File: config.mk
export PLATFORM = sky130hd
export DESIGN_NAME = cla_nibble_subtractor
export DESIGN_NICKNAME = d
export VERILOG_FILES = /design/src/rtl/cla_nibble_subtractor.sv
export SDC_FILE = /design/constraint.sdc
export NUM_CORES = 1
export LEC_CHECK = 0
export ABC_AREA = 1
export BUFFER_PORTS_ARGS = -buffer_cell sky130_fd_sc_hd__buf_2
export CAP_MARGIN = 40
export CORE_AREA = 10 10 87 74
export DETAILED_ROUTE_END_ITERATION = 8
export DIE_AREA = 0 0 97 84
export GPL_ROUTABILITY_DRIVEN = 0
export GPL_TIMING_DRIVEN = 0
export PLACE_DENSITY = 0.89
export SYNTH_ARGS = -nofsm -noshare
export SYNTH_HDL_FRONTEND = slang
export SYNTH_SLANG_ARGS = --single-unit
File: constraint.sdc
create_clock -name clk -period 2.64 [get_ports clk]
set_input_delay 0.264 -clock clk [delete_from_list [all_inputs] [get_ports clk]]
set_output_delay 0.264 -clock clk [all_outputs]
set_load 0.005 [all_outputs]
File: src/rtl/cla_nibble_subtractor.sv
// cla_nibble_subtractor
//   Multi-cycle W-bit subtractor, D = A - B - Bin, resolved one 4-bit
//   carry-lookahead nibble per clock with the borrow registered between
//   nibbles. Valid/ready handshake on both operand and result sides.
//   Optional feature macro: CLA_SUB_SATURATE_EN (clamp diff to the signed
//   limit when signed overflow is detected).
module cla_nibble_subtractor #(
  parameter int W = 16
) (
  input  logic         clk,
  input  logic         rst,
  input  logic         in_valid,
  output logic         in_ready,
  input  logic [W-1:0] a,
  input  logic [W-1:0] b,
  input  logic         bin,
  output logic         out_valid,
  input  logic         out_ready,
  output logic [W-1:0] diff,
  output logic         bout,
  output logic         ovf
);

  localparam int NSLICE = W / 4;
  localparam int IDX_W  = (NSLICE > 1) ? $clog2(NSLICE) : 1;
  localparam logic [IDX_W-1:0] LAST_IDX = IDX_W'(NSLICE - 1);

  typedef enum logic [1:0] {
    S_IDLE = 2'd0,
    S_RUN  = 2'd1,
    S_DONE = 2'd2
  } state_t;

  state_t           r_state;
  logic [W-1:0]     r_a;
  logic [W-1:0]     r_b;
  logic             r_borrow;
  logic [IDX_W-1:0] r_idx;

  logic [3:0]       w_a_nib;
  logic [3:0]       w_b_nib;
  logic [4:0]       w_sum;
  logic             w_borrow_out;
  logic [W-1:0]     w_diff_wrap;
  logic [W-1:0]     w_diff_final;
  logic             w_ovf;
  logic             w_last;
  logic             w_accept;

  // 4-bit carry-lookahead add: returns {carry_out, sum[3:0]}.
  function automatic logic [4:0] cla4(input logic [3:0] x,
                                      input logic [3:0] y,
                                      input logic       cin);
    logic [3:0] g;
    logic [3:0] p;
    logic [4:0] c;
    g    = x & y;
    p    = x ^ y;
    c[0] = cin;
    c[1] = g[0] | (p[0] & c[0]);
    c[2] = g[1] | (p[1] & g[0]) | (p[1] & p[0] & c[0]);
    c[3] = g[2] | (p[2] & g[1]) | (p[2] & p[1] & g[0])
         | (p[2] & p[1] & p[0] & c[0]);
    c[4] = g[3] | (p[3] & g[2]) | (p[3] & p[2] & g[1])
         | (p[3] & p[2] & p[1] & g[0]) | (p[3] & p[2] & p[1] & p[0] & c[0]);
    return {c[4], p ^ c[3:0]};
  endfunction

  // Signed limit in the direction of the minuend's sign:
  // non-negative minuend clamps to max positive, negative to most negative.
  function automatic logic [W-1:0] sat_limit(input logic minuend_neg);
    logic signed [W-1:0] lim;
    if (minuend_neg) lim = {1'b1, {(W-1){1'b0}}};
    else             lim = {1'b0, {(W-1){1'b1}}};
    return lim;
  endfunction

  assign w_last   = (r_idx == LAST_IDX);
  assign w_accept = (r_state == S_IDLE) && in_valid;

  // Select the active nibble of both operands.
  always_comb begin
    w_a_nib = '0;
    w_b_nib = '0;
    for (int k = 0; k < NSLICE; k++) begin
      if (r_idx == IDX_W'(k)) begin
        w_a_nib = r_a[4*k +: 4];
        w_b_nib = r_b[4*k +: 4];
      end
    end
  end

  // Subtract as A + ~B + ~borrow; a carry out means no borrow out.
  assign w_sum        = cla4(w_a_nib, ~w_b_nib, ~r_borrow);
  assign w_borrow_out = ~w_sum[4];

  // Merge the new nibble into the partially built difference word.
  always_comb begin
    w_diff_wrap = diff;
    for (int k = 0; k < NSLICE; k++) begin
      if (r_idx == IDX_W'(k)) begin
        w_diff_wrap[4*k +: 4] = w_sum[3:0];
      end
    end
  end

  // Overflow only when operand signs differ and the result sign leaves A's.
  assign w_ovf = (r_a[W-1] != r_b[W-1]) && (w_diff_wrap[W-1] != r_a[W-1]);

`ifdef CLA_SUB_SATURATE_EN
  assign w_diff_final = w_ovf ? sat_limit(r_a[W-1]) : w_diff_wrap;
`else
  assign w_diff_final = w_diff_wrap;
`endif

  // Operand capture; data registers need no reset.
  always_ff @(posedge clk) begin
    if (w_accept) begin
      r_a <= a;
      r_b <= b;
    end
  end

  // Control FSM with registered handshake and result outputs.
  always_ff @(posedge clk) begin
    if (rst) begin
      r_state   <= S_IDLE;
      in_ready  <= 1'b1;
      out_valid <= 1'b0;
      diff      <= '0;
      bout      <= 1'b0;
      ovf       <= 1'b0;
      r_idx     <= '0;
      r_borrow  <= 1'b0;
    end else begin
      case (r_state)
        S_IDLE: begin
          if (in_valid) begin
            r_borrow <= bin;
            r_idx    <= '0;
            in_ready <= 1'b0;
            r_state  <= S_RUN;
          end
        end
        S_RUN: begin
          r_borrow <= w_borrow_out;
          if (w_last) begin
            diff      <= w_diff_final;
            bout      <= w_borrow_out;
            ovf       <= w_ovf;
            out_valid <= 1'b1;
            r_idx     <= '0;
            r_state   <= S_DONE;
          end else begin
            diff  <= w_diff_wrap;
            r_idx <= r_idx + 1'b1;
          end
        end
        S_DONE: begin
          if (out_ready) begin
            out_valid <= 1'b0;
            in_ready  <= 1'b1;
            r_state   <= S_IDLE;
          end
        end
        default: begin
          r_state   <= S_IDLE;
          in_ready  <= 1'b1;
          out_valid <= 1'b0;
        end
      endcase
    end
  end

endmodule

Word level (Yosys, flattened, before mapping)

Cells that the tools add are included.

Register bits after elaboration: 57
Bits of input ports: 37
Output and inout bits: 20
Logic and storage cells: 96

$add $sub $neg: 1
Equality and inequality tests: 10
Muxes and demuxes: 24
Bitwise gates (word level): 34
Reductions and logical operators: 13

Operators by type and width:

| cell                  | count |
|---|---|
| $mux W4               | 9 |
| $and A1 B1 Y1         | 16 |
| $mux W2               | 5 |
| $or A1 B1 Y1          | 10 |
| $reduce_and A2 Y1     | 5 |
| $reduce_and A3 Y1     | 3 |
| $xor A4 B4 Y4         | 2 |
| $eq A2 B2 Y1 const B  | 3 |
| $ne A2 B2 Y1 const B  | 3 |
| $pmux W1 S3           | 2 |
| $pmux W2 S3           | 1 |
| $mux W1               | 5 |
| $and A4 B4 Y4         | 1 |
| $eq A2 B1 Y1 const B  | 2 |
| $logic_not A2 Y1      | 2 |
| $not A1 Y1            | 4 |
| $not A4 Y4            | 1 |
| $pmux W2 S2           | 1 |
| $add A2 B1 Y2 const B | 1 |
| $logic_and A1 B1 Y1   | 2 |
| $ne A1 B1 Y1          | 2 |
| $pmux W1 S2           | 1 |
| $reduce_bool A2 Y1    | 1 |

Depth between registers and ports, before layout

Depth in word-level cells: 15
Depth in mapped cells: 19
Gate-level depth less buffers: 19

Worst setup path after synthesis

No wires, ideal clock.

Kind: reg2reg
Start: reg r_idx[0]
End: reg diff[3]
Setup time: 0.115 ns
Arrival: 2.237 ns
Data required time: 2.525 ns
Slack: 0.288 ns
Cell stages (with the launch flop): 16
Buffers on the path: 2
Clock period less this slack: 2.352 ns
Cells stage by stage: dfxtp_1 ha_1 buf_4 inv_1 buf_4 o21ai_0 a21oi_1 a21oi_1 ha_1 or2_0 nand2_2 nand2_2 nand2_1 nand2_1 o21ai_0 inv_1

Longest elaborated chain between the ends: 12
Elaborated cells on any way between the ends: 25
Those cells by class: eq/ne: 3; mux: 8; bitwise: 12; reduce/logical: 2

Ends and longest elaborated chain:

| element                                        | line    | text |
|---|---|---|
| start: declaration                             | 38      | `logic [IDX_W-1:0] r_idx;` |
| start signal: assignment                       | 156     | `r_idx <= r_idx + 1'b1;` |
| $logic_not A2 Y1                               | 86, 101 |  |
| $mux W4 (4 in a row)                           | 86      | `if (r_idx == IDX_W'(k)) begin` |
| $not A4 Y4                                     | 94      | `assign w_sum = cla4(w_a_nib, ~w_b_nib, ~r_borrow);` |
| $xor A4 B4 Y4 or $and A4 B4 Y4 (tied branches) | 58, 57  |  |
| $and A1 B1 Y1 (on tied branches)               | 62, 63  |  |
| $or A1 B1 Y1 (tied with other cells)           | 62      | `c[3] = g[2] \| (p[2] & g[1]) \| (p[2] & p[1] & g[0])` |
| $or A1 B1 Y1 or $and A1 B1 Y1 (tied branches)  | 62, 63  |  |
| $or A1 B1 Y1                                   | 63      | `\| (p[2] & p[1] & p[0] & c[0]);` |
| $xor A4 B4 Y4                                  | 66      | `return {c[4], p ^ c[3:0]};` |
| end signal: assignment                         | 148     | `diff <= w_diff_final;` |
| end signal: assignment                         | 155     | `diff <= w_diff_wrap;` |
| end: declaration                               | 19      | `output logic [W-1:0] diff,` |

Several ways; a longest one is shown, not always the timed one.
A chain may end at the register's enable or synchronous reset.

Worst setup path in the final report

Start: reg r_idx[1]
End: reg ovf

Longest elaborated chain between the ends: 15
Elaborated cells on any way between the ends: 28
Those cells by class: eq/ne: 4; mux: 9; bitwise: 12; reduce/logical: 3

Ends and longest elaborated chain:

| element                                        | line   | text |
|---|---|---|
| $logic_not A2 Y1                               | 86     |  |
| $mux W4 (4 in a row)                           | 86     |  |
| $not A4 Y4                                     | 94     |  |
| $xor A4 B4 Y4 or $and A4 B4 Y4 (tied branches) | 58, 57 |  |
| $and A1 B1 Y1 (on tied branches)               | 62, 63 |  |
| $or A1 B1 Y1 (tied with other cells)           | 62     |  |
| $or A1 B1 Y1 or $and A1 B1 Y1 (tied branches)  | 62, 63 |  |
| $or A1 B1 Y1                                   | 63     |  |
| $xor A4 B4 Y4                                  | 66     |  |
| $mux W4                                        | 101    | `if (r_idx == IDX_W'(k)) begin` |
| $ne A1 B1 Y1                                   | 108    | `assign w_ovf = (r_a[W-1] != r_b[W-1]) && (w_diff_wrap[W-1] != r_a[W-1]);` |
| $logic_and A1 B1 Y1                            | 108    |  |
| end signal: assignment                         | 150    | `ovf <= w_ovf;` |
| end: declaration                               | 21     | `output logic ovf` |

Several ways; a longest one is shown, not always the timed one.

==> out/qor.txt <==
Vias per cell: 5.37
Routed len/inst: 15.9 µm
CTS buffer count: 9
Minimum clock period: 2.63 ns
Final setup viols: 0
Most frequent cells in the layout: 56 x buf_2, 32 x edfxtp_1, 25 x nand2_1
Layout Area Growth over Synthesis: 28.9%
Status: complete, no violations
Multi-input logic area: 911 µm²
MaxCap Viol Count: 0
# diodes: 0
Largest net degree at the start of global routing: 24
Detail Placement HPWL: 4.05 mm
Crit end category: flip-flop
Die W: 97 µm
Max Slew Vio Count: 0
Clock sinks: 57
Ys flop type: edfxtp_1
Seq cells post-synth: 57
Seq. cell area: 1460 µm²
Synth Cell Area: 2440 µm²
Endpoints failing hold: 0
Period utilization: 99.5%
Clk_lat worst skew: 0.34 ns
Synth Warn #: 0
Placed cell count: 351
Post-route cell area: 3140 µm²
Leak Pwr: 1.43 nW
Post-synth cell types: 32
Setup WS post-layout: 0.0121 ns
Root Buffer: clkbuf_8
Initial drt markers: 227
RSZ-0062 raised after global routing: yes
Clock transition at the registers of the reported paths: 0.06 ns
Remaining Overflow, GRT: 0
Layout Cells excl Fill: 371
Layout cell share with drive strength beyond 1: 36.6%
Skew final: 0.00976 ns
GRT Util Overall: 14.1%
Slew HR: 57.8%
Syn Inst Count: 233
Vias: 1991
Row Count: 23
Final ANT Viol Nets: 0
Setup crit start: r_idx[1]
Worst slew pin tran: 0.632 ns
Xor and xnor fraction of the mapped netlist area: 0.718%
Post-synthesis simple-gate area fraction: 11.5%
Synth Area in Adders: 4.93%
Cell Pwr Density: 710 nW/µm²
Routed WL: 5.89 mm
Fill count: 353
Crit path DAT: 2.89 ns
Hold slack: 0.0989 ns
WS Path Type: reg -> reg
Vias in the first global route: 1946
Post-synthesis compound-gate area fraction: 16.3%
Worst Setup Start Kind: flip-flop
Hold Path Origin: a[7]
First-pass GRT wire length: 9.19 mm
Largest family of logic cells by synthesized area: compound AO/OA/AOI/OAI gates
Synth Area per Inst: 10.5 µm²
IO Pins: 57
Die Ht: 84 µm
CTS H-tree lvls: 3
Commonest non-fill, non-tap cell in the layout: buf_2
Hold/Removal Path Class: in -> reg
CTS tree: done
Buffers added on ports: 55
Die area: 8150 µm²
Data required, critical path: 2.91 ns
Reg2reg start: r_idx[1]
Nets: 351
Async S/R FF share, synth: 0%
DP Area: 2820 µm²
Setup slack after placement: -0.111 ns
Initial cell density of the core: 50.7%
Fmax: 381 MHz
Core area: 4810 µm²
Antenna violations before repair: 0
CTS max path bufs: 2
Post-synth EDFFs: 32
Mux contribution to synthesized area: 0%
Post-route DRC: 0
Peak VDD IR: 0.000397 V
Net Count, Synth: 279
DRT Pass-1 Iters: 4
Max FO, Critical Path: 7
Proportion of synthesized chip area in sequential cells: 59.9%
stage by stage:
| stage | TNS (ns) | utilization [%] | power, W |
|---|---|---|---|
| 6_report | 0 | 65.4 | 0.00223 |
| 4_1_cts | 0 | 62.8 | 0.00216 |
| 5_1_grt | -0.536 | 65.4 | 0.00235 |
| 3_3_place_gp | 0 | 58.1 | 0.00141 |
| 3_5_place_dp | -0.396 | 58.7 | 0.00143 |
| 2_1_floorplan | 0 | - | 0.00130 |
critical path, cell delays in order, from the launching register on:
cell and delay, ns:
dfxtp_2 0.36, inv_2 0.07, ha_4 0.16, buf_6 0.12
nor2_4 0.22, buf_6 0.15, a22oi_2 0.04, a21oi_1 0.15
a21oi_1 0.07, ha_1 0.37, nand2_1 0.11, nand2_1 0.08
nand2_2 0.12, nand2_4 0.08, nand2_2 0.09, nand3_2 0.08
nand3_2 0.08, nand3_2 0.06, a21oi_2 0.15
per-layer routing:
| layer | vias to the layer above | track usage [%] | part of all wire, % |
|---|---|---|---|
| li1 | 943 | - | - |
| met1 | 935 | 16.1 | 40 |
| met2 | 99 | 22.4 | 48 |
| met3 | 14 | 5.88 | 9.1 |
| met4 | 0 | 6.43 | 2.2 |
| met5 | - | 0 | 0 |
sequential cells by signal (all words and copies together), names as in the netlist:
signal,count
diff,16
r_a,16
r_b,16
r_idx,2
r_state,2
bout,1
in_ready,1
out_valid,1
ovf,1
r_borrow,1
cells in the mapped netlist (2+ instances only):
cell      count  area share [%]
a21oi_1      25             5.1
a22o_1        2            0.72
a22oi_1       5             1.5
a31oi_1       2            0.51
buf_2         3            0.62
buf_4         3            0.92
dfxtp_1      25              21
edfxtp_1     32              39
ha_1          8             4.1
inv_1        29             4.5
nand2_1      28             4.3
nand2_2       2            0.51
nand3_1       8             1.6
nor2_1       12             1.8
nor2_4        3             1.4
o211ai_1      2            0.62
o21a_1        5             1.5
o21ai_0      22             4.5
o21bai_1      4             1.2
power breakdown:
group	switching, W	total, W	leakage [nW]	internal, W
clock	0.000317	0.000702	0.0865	0.000386
sequential	0.0000219	0.00102	0.511	0.000996
combinational	0.000312	0.000512	0.836	0.000201
total	0.000650	0.00223	1.43	0.00158
worst paths after layout:
check | to | slack (ns) | cells past startpoint
worst max register to register | ovf | 0.01 | 18
worst min-delay path | r_a[7] | 0.1 | 1
worst min register to register | out_valid | 0.47 | 2
worst max-delay path | ovf | 0.01 | 18
final cells by class:
| type | instances | area share, % |
|---|---|---|
| multi-input combinational | 138 | 29.0 |
| buffer | 6 | 1.59 |
| inverter | 31 | 3.90 |
| sequential | 57 | 46.6 |
| clock buffer | 14 | 5.17 |
| tap | 62 | 2.47 |
| timing repair buffer | 62 | 11.2 |
| clock inverter | 1 | 0.159 |
cell families (layout without fill, tap and decap cells):
family | after synthesis | in the layout
compound gates | 69 | 69
xor+xnor | 2 | 2
fa+ha+maj | 9 | 9
buf+inv | 38 | 114
flops | 57 | 57
simple gates | 58 | 58
what timing repair did:
action / in CTS / in global routing
hold endpoints to repair: 0 / 0
pin swaps: 2 / 18
buffers inserted: 2 / 4
endpoints found under the setup margin: 11 / 12
resized for setup: 4 / 35
hold buffers: 0 / 0
Note: power is estimated with default switching activity, not from simulation.
